## config.mk

```make
export PLATFORM = sky130hd
export DESIGN_NAME = bloco_controle
export DESIGN_NICKNAME = d
export VERILOG_FILES = /design/src/rtl/ctrl_pkg.sv /design/src/rtl/ctrl_ret_stack.sv /design/src/rtl/bloco_controle.sv
export SDC_FILE = /design/constraint.sdc
export NUM_CORES = 1
export LEC_CHECK = 0
export CAP_MARGIN = 5
export CORE_ASPECT_RATIO = 0.5
export CORE_UTILIZATION = 48
export DETAILED_ROUTE_END_ITERATION = 12
export MAX_ROUTING_LAYER = met4
export PLACE_DENSITY = 0.77
export SYNTH_ARGS = -nofsm -noshare
export SYNTH_HDL_FRONTEND = slang
export SYNTH_HIERARCHICAL = 1
export SYNTH_SLANG_ARGS = --single-unit
```

## constraint.sdc

```tcl
create_clock -name clk -period 1.9 [get_ports clk]
set_input_delay 0.19 -clock clk [delete_from_list [all_inputs] [get_ports clk]]
set_output_delay 0.19 -clock clk [all_outputs]
set_load 0.005 [all_outputs]
```

## src/rtl/ctrl_pkg.sv

```systemverilog
// Shared definitions for the bloco_controle control unit: opcodes, branch
// conditions, FSM states and the branch-condition evaluator.
package ctrl_pkg;

   // ALU opcodes occupy 5'h00..5'h17; everything from OP_ALU_LIMIT up is control.
   localparam logic [4:0] OP_ALU_LIMIT = 5'h18;
   localparam logic [4:0] OP_CMP       = 5'h0F;
   localparam logic [4:0] OP_CALL      = 5'h1A;
   localparam logic [4:0] OP_RET       = 5'h1B;
   localparam logic [4:0] OP_BR        = 5'h1C;
   localparam logic [4:0] OP_NOP       = 5'h1E;
   localparam logic [4:0] OP_HALT      = 5'h1F;

   localparam int unsigned RET_DEPTH = 4;

   typedef enum logic [2:0] {
      CondAlways = 3'b000,
      CondZ      = 3'b001,
      CondC      = 3'b010,
      CondS      = 3'b011,
      CondO      = 3'b100,
      CondNz     = 3'b101
   } cond_e;

   typedef enum logic [2:0] {
      StInit,
      StFetch,
      StDecode,
      StExec,
      StHalt
   } state_e;

   // Codes 3'b110 and 3'b111 are reserved and make the branch illegal.
   function automatic logic cond_legal(input logic [2:0] cond);
      return cond <= 3'b101;
   endfunction

   // flags = {Z, C, S, O}
   function automatic logic cond_taken(input cond_e cond, input logic [3:0] flags);
      logic taken;
      case (cond)
         CondAlways: taken = 1'b1;
         CondZ:      taken = flags[3];
         CondC:      taken = flags[2];
         CondS:      taken = flags[1];
         CondO:      taken = flags[0];
         CondNz:     taken = ~flags[3];
         default:    taken = 1'b0;
      endcase
      return taken;
   endfunction

endpackage

```

## src/rtl/ctrl_ret_stack.sv

```systemverilog
// Return-address stack for CALL/RET. Only instantiated when CTRL_CALL_EN is
// defined. Caller must not push when full or pop when empty; those requests
// are ignored here and reported as faults by the control FSM.
module ctrl_ret_stack #(
   parameter int unsigned PC_W  = 8,
   parameter int unsigned DEPTH = 4
) (
   input  logic            clk,
   input  logic            reset,
   input  logic            push,
   input  logic            pop,
   input  logic [PC_W-1:0] push_data,
   output logic [PC_W-1:0] pop_data,
   output logic            full,
   output logic            empty
);

   localparam int unsigned PTR_W = (DEPTH > 1) ? $clog2(DEPTH) : 1;
   localparam int unsigned CNT_W = $clog2(DEPTH + 1);

   logic [PC_W-1:0]  mem_q [DEPTH];
   logic [CNT_W-1:0] count_q;
   logic [CNT_W-1:0] top_idx;
   logic [PTR_W-1:0] wr_ptr;
   logic [PTR_W-1:0] rd_ptr;

   assign full     = (count_q == CNT_W'(DEPTH));
   assign empty    = (count_q == '0);
   assign top_idx  = count_q - CNT_W'(1);
   assign wr_ptr   = PTR_W'(count_q);
   assign rd_ptr   = PTR_W'(top_idx);
   assign pop_data = mem_q[rd_ptr];

   // Occupancy counter; guarded push/pop never over- or underflow.
   always_ff @(posedge clk or negedge reset) begin
      if (!reset) begin
         count_q <= '0;
      end else if (push && !full) begin
         count_q <= count_q + CNT_W'(1);
      end else if (pop && !empty) begin
         count_q <= count_q - CNT_W'(1);
      end
   end

   // Storage needs no reset: an entry is only read after it has been written.
   always_ff @(posedge clk) begin
      if (push && !full) begin
         mem_q[wr_ptr] <= push_data;
      end
   end

endmodule

```

## src/rtl/bloco_controle.sv

```systemverilog
// Control unit for the register-bank / ULA / flag-register datapath.
// Fetches 16-bit instructions over req/ack, decodes them and drives register
// selects, ULA opcode and write strobes; branches resolve on Flags_ZCSO.
// Optional feature: define CTRL_CALL_EN for CALL/RET with a 4-entry return
// stack; otherwise opcodes 5'h1A/5'h1B are illegal.
module bloco_controle
   import ctrl_pkg::*;
#(
   parameter int unsigned PC_W     = 8,
   parameter int unsigned end_regs = 4
) (
   input  logic                clk,
   input  logic                reset,
   output logic                instr_req,
   output logic [PC_W-1:0]     instr_addr,
   input  logic                instr_ack,
   input  logic [15:0]         instr_data,
   input  logic [3:0]          Flags_ZCSO,
   output logic [end_regs-1:0] Sel_SA,
   output logic [end_regs-1:0] Sel_SB,
   output logic [4:0]          controleOperacao,
   output logic                Hab_Escrita,
   output logic                en,
   output logic                reset_Ban_Registros,
   output logic                reset_Flags,
   output logic                halted,
   output logic                err
);

   state_e              state_q, state_d;
   logic [PC_W-1:0]     pc_q, pc_d;
   logic                err_q, err_d;
   logic [15:0]         instr_q;
   logic [end_regs-1:0] sel_sa_q, sel_sb_q;
   logic [4:0]          op_q;

   // Decode of the latched instruction
   logic [4:0]      op;
   logic [2:0]      cond;
   logic            is_alu, is_br, is_nop, is_halt, is_call, is_ret;
   logic            br_ok, br_taken, stack_fault, illegal;
   logic [PC_W-1:0] pc_plus_one, target_pc, ret_pc;

   assign op          = instr_q[15:11];
   assign cond        = instr_q[10:8];
   assign is_alu      = (op < OP_ALU_LIMIT);
   assign is_br       = (op == OP_BR);
   assign is_nop      = (op == OP_NOP);
   assign is_halt     = (op == OP_HALT);
   assign br_ok       = cond_legal(cond);
   assign br_taken    = cond_taken(cond_e'(cond), Flags_ZCSO);
   assign pc_plus_one = pc_q + PC_W'(1);
   assign target_pc   = PC_W'(instr_q[7:0]);

`ifdef CTRL_CALL_EN
   logic stk_push, stk_pop, stk_full, stk_empty;

   assign is_call     = (op == OP_CALL);
   assign is_ret      = (op == OP_RET);
   assign stack_fault = (is_call && stk_full) || (is_ret && stk_empty);
   assign stk_push    = (state_q == StDecode) && is_call && !stk_full;
   assign stk_pop     = (state_q == StDecode) && is_ret && !stk_empty;

   ctrl_ret_stack #(
      .PC_W  (PC_W),
      .DEPTH (RET_DEPTH)
   ) u_ret_stack (
      .clk       (clk),
      .reset     (reset),
      .push      (stk_push),
      .pop       (stk_pop),
      .push_data (pc_plus_one),
      .pop_data  (ret_pc),
      .full      (stk_full),
      .empty     (stk_empty)
   );
`else
   assign is_call     = 1'b0;
   assign is_ret      = 1'b0;
   assign stack_fault = 1'b0;
   assign ret_pc      = '0;
`endif

   // Anything not recognised (including reserved branch conditions) faults.
   assign illegal = !(is_alu || is_nop || is_halt || (is_br && br_ok) || is_call || is_ret)
                    || stack_fault;

   // FSM state register
   always_ff @(posedge clk or negedge reset) begin
      if (!reset) begin
         state_q <= StInit;
      end else begin
         state_q <= state_d;
      end
   end

   // Next-state, next-pc and fault logic
   always_comb begin
      state_d = state_q;
      pc_d    = pc_q;
      err_d   = err_q;
      case (state_q)
         StInit: begin
            state_d = StFetch;
         end
         StFetch: begin
            if (instr_ack) begin
               state_d = StDecode;
            end
         end
         StDecode: begin
            if (illegal) begin
               state_d = StHalt;
               err_d   = 1'b1;
            end else if (is_halt) begin
               state_d = StHalt;
            end else if (is_alu) begin
               state_d = StExec;
            end else begin
               state_d = StFetch;
               if ((is_br && br_taken) || is_call) begin
                  pc_d = target_pc;
               end else if (is_ret) begin
                  pc_d = ret_pc;
               end else begin
                  pc_d = pc_plus_one;
               end
            end
         end
         StExec: begin
            state_d = StFetch;
            pc_d    = pc_plus_one;
         end
         StHalt: begin
            state_d = StHalt;
         end
         default: begin
            state_d = StInit;
         end
      endcase
   end

   // Program counter, instruction latch, sticky error and held datapath selects
   always_ff @(posedge clk or negedge reset) begin
      if (!reset) begin
         pc_q     <= '0;
         err_q    <= 1'b0;
         instr_q  <= '0;
         sel_sa_q <= '0;
         sel_sb_q <= '0;
         op_q     <= '0;
      end else begin
         pc_q  <= pc_d;
         err_q <= err_d;
         if (state_q == StFetch && instr_ack) begin
            instr_q <= instr_data;
         end
         // Load on the DECODE->EXEC edge so the values hold after EXEC ends.
         if (state_q == StDecode && is_alu) begin
            sel_sa_q <= end_regs'(instr_q[10:7]);
            sel_sb_q <= end_regs'(instr_q[6:3]);
            op_q     <= op;
         end
      end
   end

   // Outputs from state register and latched instruction only
   always_comb begin
      instr_req           = (state_q == StFetch);
      instr_addr          = pc_q;
      Sel_SA              = sel_sa_q;
      Sel_SB              = sel_sb_q;
      controleOperacao    = op_q;
      en                  = (state_q == StExec);
      Hab_Escrita         = (state_q == StExec) && (op_q != OP_CMP);
      // Clear pulses stay low while reset is held; they fire in the INIT cycle.
      reset_Ban_Registros = (state_q == StInit) && reset;
      reset_Flags         = (state_q == StInit) && reset;
      halted              = (state_q == StHalt);
      err                 = err_q;
   end

endmodule

```

==> run metrics <==
outcome complete, but fails checks; violated checks hold timing; CTS tree yes; # setup viols final 0; Setup crit start kind register; H-tree depth 2; CORE AREA 3660 µm²; CTS root buf clkbuf_8; CP Cell Sequence buf_4 -> nor4b_2 -> clkdlybuf4s50_1; Max Cap Violations 0; Die Span Y 47.1 µm; total wire length 4.27 mm; DR pass1 iterations 4; leakage 0.00121 µW; share of cells above drive strength 1 22.4%; Filler cells 253; R2R Setup Slk 0.12 ns; Reg clk slew, reported paths 0.07 ns; drt drc 0; most frequent cells in the layout clkdlybuf4s50_1, dfrtp_1, mux2_2; number of global-route vias before repair 1414; Final Hold Viols 15; worst-margin pin slew 0.507 ns; area grow syn2layout 38.8%; DR WL/cell 14.8 µm; largest net degree at the start of global routing 42; PortBufs 50; GR Overflow Total 0; row count 15; cell count after synthesis 170; Distinct cells, synth 35; Max Freq 549 MHz; reg2reg end instr_addr[3]$_DFFE_PN0P_; worst skew pair latency 0.30 ns; I/O pins 51; Tcrit/Tclk final 95.9%; hold_buf cts 0; Syn Area/Cell 11.5 µm²; Critical Setup Path Class reg -> out; # diodes 0; Final nets 261; initial antenna violation count 0; Max FO, Critical Path 8; Worst Setup End Kind output pin; first-pass GRT wire length 6.95 mm; PwrDens 1570 nW/µm²; Power Total 4260 µW; routability cong. 0.820; Worst path max stage delay 0.54 ns; Mapped Nets 194; Critical Path RT 1.71 ns; Total Routing Usage GR 22.7%; Worst R2R Path Depth 6; clock sinks 41; Routed Antenna Nets 0; headroom to the max-slew limit 66.2%; Die Wd 92.2 µm; WHS -0.0104 ns; routed via count 1551; final instance area 2710 µm²; Final Util 74.0%; post-placement cell area 2580 µm²; Max stage delay cell, worst path clkdlybuf4s50_1; most common cell after layout, fill and taps aside clkdlybuf4s50_1; Cell Area, Synth 1950 µm²; crit path time final 1.82 ns; hold crit path type in -> async; critical path launch point state_q[0]$_DFFE_PN0P_; hpwl dp 3.21 mm; worst r2r src instr_q[10]$_DFFE_PN0P_; Max VDD drop 692 µV; clock skew 0.00576 ns; Starting Density 53.3%; CTS buffer count 5; Via-to-Cell Ratio 5.39; Starting DRT DRC Count 27; CTS max path bufs 2; DIE AREA 4340 µm²; register area share after synthesis 52.6%; Warnings, synthesis 6; Critical Path AT 1.63 ns; pins over their slew limit 0; register bit count reported by yosys 41
[metal layers]
metal | track usage (%) | up-vias | part of all wire, %
met5 | - | - | 0
met4 | 9.69 | 0 | 1.9
met3 | 4.85 | 8 | 3.4
met2 | 34.8 | 35 | 46
met1 | 30.1 | 765 | 49
li1 | - | 743 | -
[registers in the layout (all words and copies together) (netlist names)]
| name | cells |
|---|---|
| Sel_SA | 4 |
| Sel_SB | 4 |
| controleOperacao | 5 |
| err | 1 |
| instr_addr | 8 |
| instr_q | 16 |
| state_q | 3 |
[layout make-up]
class | instances | area [µm²] | share of cell area (%)
well taps | 51 | 63.8 | 2.36
flip-flops and latches | 41 | 1030 | 37.9
repair buffers | 69 | 656 | 24.2
clock buffers | 7 | 86.3 | 3.19
multi-input cells | 115 | 858 | 31.7
inverters | 5 | 18.8 | 0.693
[stage by stage]
stage,setup slack (ns),instances,setup TNS [ns]
finish,0.0785,288,0
global route,-0.0180,288,-0.0200
CTS,0.00777,286,0
detailed placement,0.0148,279,0
global placement,0.116,279,0
floorplan,0.0949,170,0
[critical path: cells and delay by family (launching register included)]
kind,cells,cell delay (ns)
DFF,1,0.37
and+or+nand+nor,1,0.27
buffers and inverters,2,0.70
[cell usage after synthesis]
master,count,area (µm²)
a211oi_1,1,7.51
a21oi_1,9,45.0
a21oi_2,1,8.76
a221oi_1,1,8.76
a2bb2oi_1,6,52.6
a311oi_1,1,8.76
a41o_1,2,20.0
a41oi_1,1,8.76
and3_1,3,18.8
and3b_1,2,17.5
buf_2,1,5.00
buf_4,1,7.51
buf_6,3,33.8
clkbuf_1,4,15.0
dfrtp_1,41,1030
ha_1,1,12.5
inv_1,5,18.8
mux2_2,21,236
mux2i_1,7,70.1
nand2_1,16,60.1
nand2b_1,1,6.26
nand3_1,4,20.0
nand3b_1,1,7.51
nand4_1,3,18.8
nor2_1,11,41.3
nor2b_1,6,37.5
nor3_1,1,5.00
nor3b_1,2,15.0
nor4b_1,1,8.76
nor4b_4,1,23.8
o2111ai_4,1,26.3
o211ai_1,1,7.51
o21a_1,1,7.51
o21ai_0,8,40.0
o21ai_1,1,5.00
[logic make-up after synthesis]
family / synth area share [%]
AOI/OAI and AO/OA: 12.6
adders and majority gates: 0.641
buffers and inverters: 4.10
DFF: 52.6
muxes: 15.7
and+or+nand+nor: 14.4
[worst max path at each step]
stage | cells past startpoint | to
floorplan | 8 | instr_addr[2]$_DFFE_PN0P_
global placement | 6 | instr_addr[2]$_DFFE_PN0P_
detailed placement | 5 | instr_addr[3]$_DFFE_PN0P_
CTS | 3 | instr_req
global route | 6 | instr_addr[3]$_DFFE_PN0P_
finish | 3 | reset_Ban_Registros
[power breakdown]
| part | switching (µW) | internal, µW |
|---|---|---|
| clock network | 291 | 288 |
| logic | 830 | 1210 |
| registers | 343 | 1300 |
[timing repair]
item                                    in CTS  in global routing
pin swaps                                    1                  0
endpoints found under the setup margin       4                 13
cloned                                       0                  0
resized for setup                            4                  2
buffers inserted                             0                  2
Power figures use the tool's default switching activity.
